$ cat config.mk
export PLATFORM = sky130hd
export DESIGN_NAME = mips_multicycle_ctrl
export DESIGN_NICKNAME = d
export VERILOG_FILES = /design/src/rtl/mips_ctrl_pkg.sv /design/src/rtl/mc_ctrl_decode.sv /design/src/rtl/mips_multicycle_ctrl.sv
export SDC_FILE = /design/constraint.sdc
export NUM_CORES = 1
export LEC_CHECK = 0
export ABC_AREA = 1
export ABC_CLOCK_PERIOD_IN_PS = 2550
export CORE_AREA = 2 2 39 41
export DETAILED_ROUTE_END_ITERATION = 16
export DIE_AREA = 0 0 41 43
export DONT_BUFFER_PORTS = 1
export PLACE_DENSITY = 0.67
export SLEW_MARGIN = 0
export SYNTH_ARGS = -nofsm -noshare
export SYNTH_HDL_FRONTEND = slang
export SYNTH_HIERARCHICAL = 1
export SYNTH_SLANG_ARGS = --single-unit
$ cat constraint.sdc
create_clock -name clk -period 2.55 [get_ports clk]
set_input_delay 0.255 -clock clk [delete_from_list [all_inputs] [get_ports clk]]
set_output_delay 0.255 -clock clk [all_outputs]
set_load 0.01 [all_outputs]
$ cat src/rtl/mips_ctrl_pkg.sv
// ---------------------------------------------------------------------------
// mips_ctrl_pkg
// Shared definitions for the multi-cycle MIPS main controller:
//   - opcode constants (IR[31:26])
//   - alu_op, alu_src_b and pc_src select codes
//   - 4-bit FSM state enum (also exported on the debug `state` port)
//   - packed control word produced by the state decoder
// ---------------------------------------------------------------------------
package mips_ctrl_pkg;

    // Opcodes
    localparam logic [5:0] OP_RTYPE = 6'd0;
    localparam logic [5:0] OP_J     = 6'd2;
    localparam logic [5:0] OP_BEQ   = 6'd4;
    localparam logic [5:0] OP_ADDI  = 6'd8;
    localparam logic [5:0] OP_LW    = 6'd35;
    localparam logic [5:0] OP_SW    = 6'd43;

    // alu_op codes
    localparam logic [1:0] ALU_ADD   = 2'b00;
    localparam logic [1:0] ALU_SUB   = 2'b01;
    localparam logic [1:0] ALU_FUNCT = 2'b10;

    // alu_src_b selects
    localparam logic [1:0] SRCB_REG     = 2'b00;
    localparam logic [1:0] SRCB_FOUR    = 2'b01;
    localparam logic [1:0] SRCB_IMM     = 2'b10;
    localparam logic [1:0] SRCB_IMM_SH2 = 2'b11;

    // pc_src selects
    localparam logic [1:0] PCSRC_ALU    = 2'b00;
    localparam logic [1:0] PCSRC_ALUOUT = 2'b01;
    localparam logic [1:0] PCSRC_JUMP   = 2'b10;

    typedef enum logic [3:0] {
        IDLE   = 4'd0,
        FETCH  = 4'd1,
        DECODE = 4'd2,
        MEMADR = 4'd3,
        MEMRD  = 4'd4,
        MEMWB  = 4'd5,
        MEMWR  = 4'd6,
        EXEC   = 4'd7,
        ALUWB  = 4'd8,
        BRANCH = 4'd9,
        ADDIEX = 4'd10,
        ADDIWB = 4'd11,
        JUMP   = 4'd12,
        TRAP   = 4'd13
    } state_e;

    // wait_mem marks the states that access memory and may stall; in those
    // states pc_write, ir_write and instr_done are further qualified by ready.
    typedef struct packed {
        logic       pc_write;
        logic       branch;
        logic       iord;
        logic       mem_read;
        logic       mem_write;
        logic       ir_write;
        logic       reg_dst;
        logic       mem_to_reg;
        logic       reg_write;
        logic       alu_src_a;
        logic [1:0] alu_src_b;
        logic [1:0] alu_op;
        logic [1:0] pc_src;
        logic       instr_done;
        logic       illegal_op;
        logic       wait_mem;
    } ctrl_word_t;

endpackage

$ cat src/rtl/mc_ctrl_decode.sv
// ---------------------------------------------------------------------------
// mc_ctrl_decode
// Purely combinational state -> control word decoder (Moore outputs).
// Ports:
//   state_i [3:0]  current FSM state (any encoding, unused ones decode to 0)
//   cw_o           control word, before ready gating
// ---------------------------------------------------------------------------
module mc_ctrl_decode
    import mips_ctrl_pkg::*;
(
    input  logic [3:0] state_i,
    output ctrl_word_t cw_o
);

    always_comb begin
        // NOTE: every field gets a default before the case so no path leaves
        // a signal unassigned, which would otherwise infer a latch.
        cw_o = '0;
        case (state_i)
            FETCH: begin
                cw_o.mem_read  = 1'b1;
                cw_o.alu_src_b = SRCB_FOUR;
                cw_o.ir_write  = 1'b1;
                cw_o.pc_write  = 1'b1;
                cw_o.wait_mem  = 1'b1;
            end
            DECODE: begin
                cw_o.alu_src_b = SRCB_IMM_SH2;
            end
            MEMADR, ADDIEX: begin
                cw_o.alu_src_a = 1'b1;
                cw_o.alu_src_b = SRCB_IMM;
            end
            MEMRD: begin
                cw_o.iord     = 1'b1;
                cw_o.mem_read = 1'b1;
                cw_o.wait_mem = 1'b1;
            end
            MEMWB: begin
                cw_o.mem_to_reg = 1'b1;
                cw_o.reg_write  = 1'b1;
                cw_o.instr_done = 1'b1;
            end
            MEMWR: begin
                cw_o.iord       = 1'b1;
                cw_o.mem_write  = 1'b1;
                cw_o.instr_done = 1'b1;
                cw_o.wait_mem   = 1'b1;
            end
            EXEC: begin
                cw_o.alu_src_a = 1'b1;
                cw_o.alu_op    = ALU_FUNCT;
            end
            ALUWB: begin
                cw_o.reg_dst    = 1'b1;
                cw_o.reg_write  = 1'b1;
                cw_o.instr_done = 1'b1;
            end
            BRANCH: begin
                cw_o.alu_src_a  = 1'b1;
                cw_o.alu_op     = ALU_SUB;
                cw_o.pc_src     = PCSRC_ALUOUT;
                cw_o.branch     = 1'b1;
                cw_o.instr_done = 1'b1;
            end
            ADDIWB: begin
                cw_o.reg_write  = 1'b1;
                cw_o.instr_done = 1'b1;
            end
            JUMP: begin
                cw_o.pc_src     = PCSRC_JUMP;
                cw_o.pc_write   = 1'b1;
                cw_o.instr_done = 1'b1;
            end
            TRAP: begin
                cw_o.illegal_op = 1'b1;
            end
            default: begin
                cw_o = '0;   // IDLE and unused encodings
            end
        endcase
    end

endmodule

$ cat src/rtl/mips_multicycle_ctrl.sv
// ---------------------------------------------------------------------------
// mips_multicycle_ctrl
// Main control FSM of the multi-cycle MIPS datapath.
// Parameters:
//   MEM_HANDSHAKE  1: memory states wait for mem_ready; 0: mem_ready ignored
//   EXT_OPS        1: addi / j decoded; 0: they trap as illegal
// Ports:
//   clk, rst_n            clock, asynchronous active-low reset
//   op [5:0]              IR[31:26], sampled in DECODE only
//   mem_ready             memory finishes the current access this cycle
//   pc_write .. alu_src_a single-bit datapath enables/selects
//   alu_src_b, alu_op, pc_src [1:0] mux/ALU selects
//   instr_done            pulse in the last cycle of each instruction
//   illegal_op            pulse in TRAP
//   state [3:0]           current state (debug)
// ---------------------------------------------------------------------------
module mips_multicycle_ctrl
    import mips_ctrl_pkg::*;
#(
    parameter bit MEM_HANDSHAKE = 1'b1,
    parameter bit EXT_OPS       = 1'b1
) (
    input  logic       clk,
    input  logic       rst_n,
    input  logic [5:0] op,
    input  logic       mem_ready,
    output logic       pc_write,
    output logic       branch,
    output logic       iord,
    output logic       mem_read,
    output logic       mem_write,
    output logic       ir_write,
    output logic       reg_dst,
    output logic       mem_to_reg,
    output logic       reg_write,
    output logic       alu_src_a,
    output logic [1:0] alu_src_b,
    output logic [1:0] alu_op,
    output logic [1:0] pc_src,
    output logic       instr_done,
    output logic       illegal_op,
    output logic [3:0] state
);

    state_e     state_q, state_d;
    logic       is_lw_q, is_lw_d;   // memory opcode class latched in DECODE
    logic       ready;
    ctrl_word_t cw;

    assign ready = mem_ready || !MEM_HANDSHAKE;

    // State register
    always_ff @(posedge clk or negedge rst_n) begin
        if (!rst_n) begin
            // NOTE: sequential state uses non-blocking assignments so every
            // register samples its pre-edge value, independent of block order.
            state_q <= IDLE;
            is_lw_q <= 1'b0;
        end else begin
            state_q <= state_d;
            is_lw_q <= is_lw_d;
        end
    end

    // Next-state logic
    always_comb begin
        state_d = state_q;
        is_lw_d = is_lw_q;
        case (state_q)
            IDLE:   state_d = FETCH;
            FETCH:  if (ready) state_d = DECODE;
            DECODE: begin
                is_lw_d = (op == OP_LW);
                case (op)
                    OP_LW, OP_SW: state_d = MEMADR;
                    OP_RTYPE:     state_d = EXEC;
                    OP_BEQ:       state_d = BRANCH;
                    OP_ADDI:      state_d = EXT_OPS ? ADDIEX : TRAP;
                    OP_J:         state_d = EXT_OPS ? JUMP   : TRAP;
                    default:      state_d = TRAP;
                endcase
            end
            MEMADR: state_d = is_lw_q ? MEMRD : MEMWR;
            MEMRD:  if (ready) state_d = MEMWB;
            MEMWR:  if (ready) state_d = FETCH;
            EXEC:   state_d = ALUWB;
            ADDIEX: state_d = ADDIWB;
            MEMWB, ALUWB, BRANCH, ADDIWB, JUMP, TRAP: state_d = FETCH;
            default: state_d = IDLE;
        endcase
    end

    mc_ctrl_decode u_decode (
        .state_i (state_q),
        .cw_o    (cw)
    );

    // Strobes that commit a memory access are held back until ready; the rest
    // come straight from the state register.
    assign pc_write   = cw.pc_write   && (!cw.wait_mem || ready);
    assign ir_write   = cw.ir_write   && (!cw.wait_mem || ready);
    assign instr_done = cw.instr_done && (!cw.wait_mem || ready);

    assign branch     = cw.branch;
    assign iord       = cw.iord;
    assign mem_read   = cw.mem_read;
    assign mem_write  = cw.mem_write;
    assign reg_dst    = cw.reg_dst;
    assign mem_to_reg = cw.mem_to_reg;
    assign reg_write  = cw.reg_write;
    assign alu_src_a  = cw.alu_src_a;
    assign alu_src_b  = cw.alu_src_b;
    assign alu_op     = cw.alu_op;
    assign pc_src     = cw.pc_src;
    assign illegal_op = cw.illegal_op;
    assign state      = state_q;

endmodule

* After elaboration in Yosys (flattened, before gate mapping)
Index checks and enable logic that the tools add are counted.
** Cells by class
- Add/sub/neg operators :: 0
- Multipliers :: 0
- Div/mod/pow operators :: 0
- $lt $le $gt $ge :: 0
- Eq/ne operators :: 21
- Shift-type cells :: 0
- Multiplexer cells :: 22
- Bitwise logic cells :: 0
- Reduce and logical (&&, ||, !) cells :: 18
** Operators with widths (number)
- 4-bit case mux with 8 select lines :: 1
- 4-bit == test (second input constant) :: 6
- 4-bit case mux with 5 select lines :: 1
- 4-bit by 3-bit == test with 1-bit output (second input constant) :: 4
- 1-bit two-way mux :: 13
- 6-bit == test (second input constant) :: 2
- 4-bit two-way mux :: 3
- 2-bit OR reduction :: 5
- 4-bit by 2-bit == test with 1-bit output (second input constant) :: 2
- 2-bit case mux with 2 select lines :: 2
- 7-bit OR reduction :: 1
- 6-bit by 2-bit == test with 1-bit output (second input constant) :: 1
- 6-bit by 3-bit == test with 1-bit output (second input constant) :: 1
- 6-bit by 4-bit == test with 1-bit output (second input constant) :: 1
- 6-bit zero test :: 1
- 2-bit != test (second input constant) :: 3
- 2-bit case mux with 3 select lines :: 1
- 3-bit OR reduction :: 2
- 6-bit OR reduction :: 1
- 4-bit by 1-bit == test with 1-bit output (second input constant) :: 1
- 4-bit zero test :: 1
- 4-bit OR reduction :: 1
- 1-bit logical AND :: 3
- 3-bit AND reduction :: 1
- other kinds (3) :: 3
** Storage, ports and cells
- Flip-flop bits (word level) :: 5
- Bits in latches :: 0
- RAM bits :: 0
- ROM bits :: 0
- Input port bits :: 9
- Output and inout port bits :: 22
- Word-level logic and storage cells :: 63
- Memories kept :: 0

* Longest topological paths before layout
- Depth after elaboration :: 6
- Depth in mapped cells :: 9
- Mapped depth without buffers :: 9

* By module
The synthesis kept the hierarchy.
** Modules (own cells, without submodules)
- mips_multicycle_ctrl :: times used 1, cells an instance 76, area an instance 481.7 µm², sequential area each 125.1 µm²
- mc_ctrl_decode :: times used 1, cells an instance 49, area an instance 215.2 µm², sequential area each 0.0 µm²

* Worst setup path before layout
No wires, ideal clock.
- Path type :: flip-flop to output port
- Start point :: reg state_q[0], in the netlist state[0]
- End point :: out instr_done
- Arrival :: 1.439 ns
- Required time :: 2.295 ns
- Setup slack :: 0.856 ns
- Stages on the path, launching flop included :: 8
- Path buffers :: 1
- Cells stage by stage :: dfrtp_1 > buf_4 > inv_2 > nand2_1 > nor2_1 > nor2_1 > nand2_1 > a21boi_0
** RTL lines
- start: declaration :: line mips_multicycle_ctrl.sv:45 : state_e state_q, state_d;
- start signal: assignment :: line mips_multicycle_ctrl.sv:60 : state_q <= state_d;
- end: declaration :: line mips_multicycle_ctrl.sv:40 : output logic instr_done,

==> flow_metrics.py <==
metrics = {
    "outcome": {
        "status": "finished clean",
    },
    "sta": {
        "hold_viol": 0,
        "fmaxAchievable_mhz": 475,
        "fin_crit_sh": 0.825,
        "rsz0062_at_grt": "false",
        "finalCriticalPeriod_ns": 2.10,
        "tightestPinTransition_ns": 0.522,
        "fin_skew_ns": 0.00243,
        "final.setup.worst_slack_ns": 0.447,
        "holdWs_ns": 0.103,
        "tns_ns": 0,
        "drv_slew": 0,
        "setup_viol": 0,
        "relSlewSlack": 0.652,
    },
    "placement": {
        "place_inst": 138,
        "pre_cts_slack_ns": 0.726,
        "place_congestion": 0.812,
        "hpwl_um": 1220,
        "port-buffer-count": 0,
        "placement.cell_area_um2": 694,
    },
    "cells_and_area": {
        "syn_to_final_growth_pct": 4.85,
        "drive_gt1_frac": 0.213,
        "regArea_um2": 125,
        "fillCellCount": 147,
        "antenna_cells": 0,
        "multi_input_area_um2": 452,
        "final_area_um2": 731,
        "fin_cells": 143,
        "final_nets": 137,
        "final_util": 0.528,
    },
    "worst_setup_path": {
        "reg2reg_to": "state[0]$_DFFE_PN0P_",
        "crit_path_cell_trace": "nand2_1 > nor2_1 > nor2_1 > nand2_1 > a21boi_0",
        "cpMaxStageDelayCell": "dfrtp_1",
        "rrSetupSlack_ns": 1.12,
        "endpoint_kind": "output port",
        "critPathMaxFanout": 11,
        "start_kind": "flip-flop",
        "r2r_start": "state[1]$_DFFE_PN0P_",
        "slowest_delay_ns": 0.64,
        "reg2reg_depth": 7,
        "arrival_ns": 1.85,
        "setup.worst_path.class": "flip-flop to output port",
        "cp_data_required_time_ns": 2.30,
    },
    "power_and_ir_drop": {
        "power_leakage_nw": 0.426,
        "p_total_uw": 853,
        "p_per_area_nw_per_um2": 1170,
        "irDropWorstVdd_mv": 0.386,
    },
    "logic_synthesis": {
        "ys_types": 21,
        "syn-num-nets": 134,
        "synth.most_common_cell": "nand2_1",
        "synth_edf_count": 0,
        "synth_common_cells": "nand2_1, nor2_1, inv_1",
        "synth.avg_cell_area_um2": 5.58,
        "synthDominantCellAreaShare": 0.180,
        "synth-main-ff-cell": "dfrtp_1",
        "ys_async_sr_fraction": 1.00,
        "syn_inst": 125,
        "synth_area_leaders": "dfrtp_1, nand2_1, nor2_1, inv_1, nand2_2",
        "ys.warnings.count": 6,
        "yosysSeqAreaShare": 0.180,
        "synth_seq_cells": 5,
        "syn-cell-area_um2": 697,
        "yosys.area.top_type": "dfrtp_1",
    },
    "hold_path": {
        "min_path_cells": 1,
        "hp-start": "mem_ready",
        "hold_end": "state[0]$_DFFE_PN0P_",
        "hold_path_class": "input pin to flip-flop",
    },
    "drt": {
        "drt_iter0_drc": 24,
        "drc": 0,
        "viasPerCell": 5.03,
        "drt-total-wl_um": 1540,
        "first_pass_iters": 4,
        "num_vias": 719,
        "detail_route.wl_per_cell_um": 10.8,
        "ant_nets": 0,
    },
    "grt": {
        "overflow": 0,
        "antenna_found_initial": 0,
        "grt_pass1_wl_um": 2350,
        "grt_max_degree": 14,
        "grt_use_total": 0.190,
        "grt_pass1_vias": 600,
    },
    "die": {
        "fp.dieW_um": 41,
        "die_h_um": 43,
        "core_region_area_um2": 1380,
        "num_io_pins": 31,
        "std_cell_rows": 14,
        "dieArea_um2": 1760,
        "start_util": 0.504,
    },
    "clocking": {
        "path_clk_slew_ns": 0.05,
        "cts_max_level": 1,
        "clkLatencyLatePin_ns": 0.25,
        "root_buffer": "clkbuf_4",
        "cts_tree": "built",
        "cts_sinks": 5,
        "numCtsBuffers": 3,
        "clockBufferDepth": 2,
        "post-cts-setup-buffer-count": 0,
    },
    "run": {
        "drv_cap": 0,
    },
}
==> logic make-up (layout without fill, tap and decap cells) <==
logic type	count (synthesis)	count (layout)	synth area share
buf+inv	29	31	0.172
compound gates	16	16	0.144
simple gates	75	75	0.504
flops	5	5	0.180
==> worst max-delay path: cells and delay by family, from the launching register on <==
family	cells	cell delay (ns)
AO/OA/AOI/OAI	1	0.35
flip-flops	1	0.64
AND/OR/NAND/NOR	4	0.59
==> timing repair <==
item,4_1_cts,5_1_grt
resized for setup,0,0
hold buffers,1,0
hold endpoints to repair,5,0
==> layout make-up <==
class	instances	area share
inverter	26	0.134
timing repair buffer	1	0.0137
multi-input combinational	91	0.618
sequential	5	0.171
clock buffer	4	0.0360
tap	16	0.0274
==> registers in the layout, summed over array words and instances, names as in the netlist <==
signal,flops
state,4
is_lw_q,1
==> report_power, final <==
part / total [mW] / switching, mW / internal [mW]
Combinational: 0.528 / 0.355 / 0.174
Sequential: 0.226 / 0.112 / 0.113
Clock: 0.0987 / 0.0392 / 0.0596
Total: 0.853 / 0.506 / 0.347
==> metal layers <==
layer	track usage	vias to the layer above	routed length, um
met3	0.0314	3	104
li1	-	393	-
met5	0	-	0
met1	0.284	296	757
met2	0.259	27	660
met4	0.0800	0	19
==> cells in the final DEF (no fill, tap or decap) <==
cell type,synthesis,routed
nor3_2,1,1
nand3_2,2,2
nand2_2,7,7
nor2_4,2,2
inv_2,9,9
o21ai_0,2,2
a21boi_0,4,4
o22ai_1,1,1
o21ai_1,4,4
nand3_1,7,7
dfrtp_1,5,5
clkbuf_4,0,3
inv_1,17,17
nor2_1,20,20
nor3_1,2,2
clkbuf_1,0,1
nand2_1,31,31
a211oi_1,1,1
a21oi_1,2,2
dlygate4sd3_1,0,1
o311ai_1,1,1
nor2_2,3,3
o211ai_1,1,1
==> worst max path at each step <==
stage                               startpoint    endpoint  slack (ns)
after floorplan           state[0]$_DFFE_PN0P_  instr_done        0.86
after global placement    state[0]$_DFFE_PN0P_  instr_done        0.76
after detailed placement  state[1]$_DFFE_PN0P_  instr_done        0.73
after CTS                 state[1]$_DFFE_PN0P_  instr_done        0.45
after global routing      state[1]$_DFFE_PN0P_  instr_done        0.33
final                     state[1]$_DFFE_PN0P_  instr_done        0.45
Power figures use the tool's default switching activity.
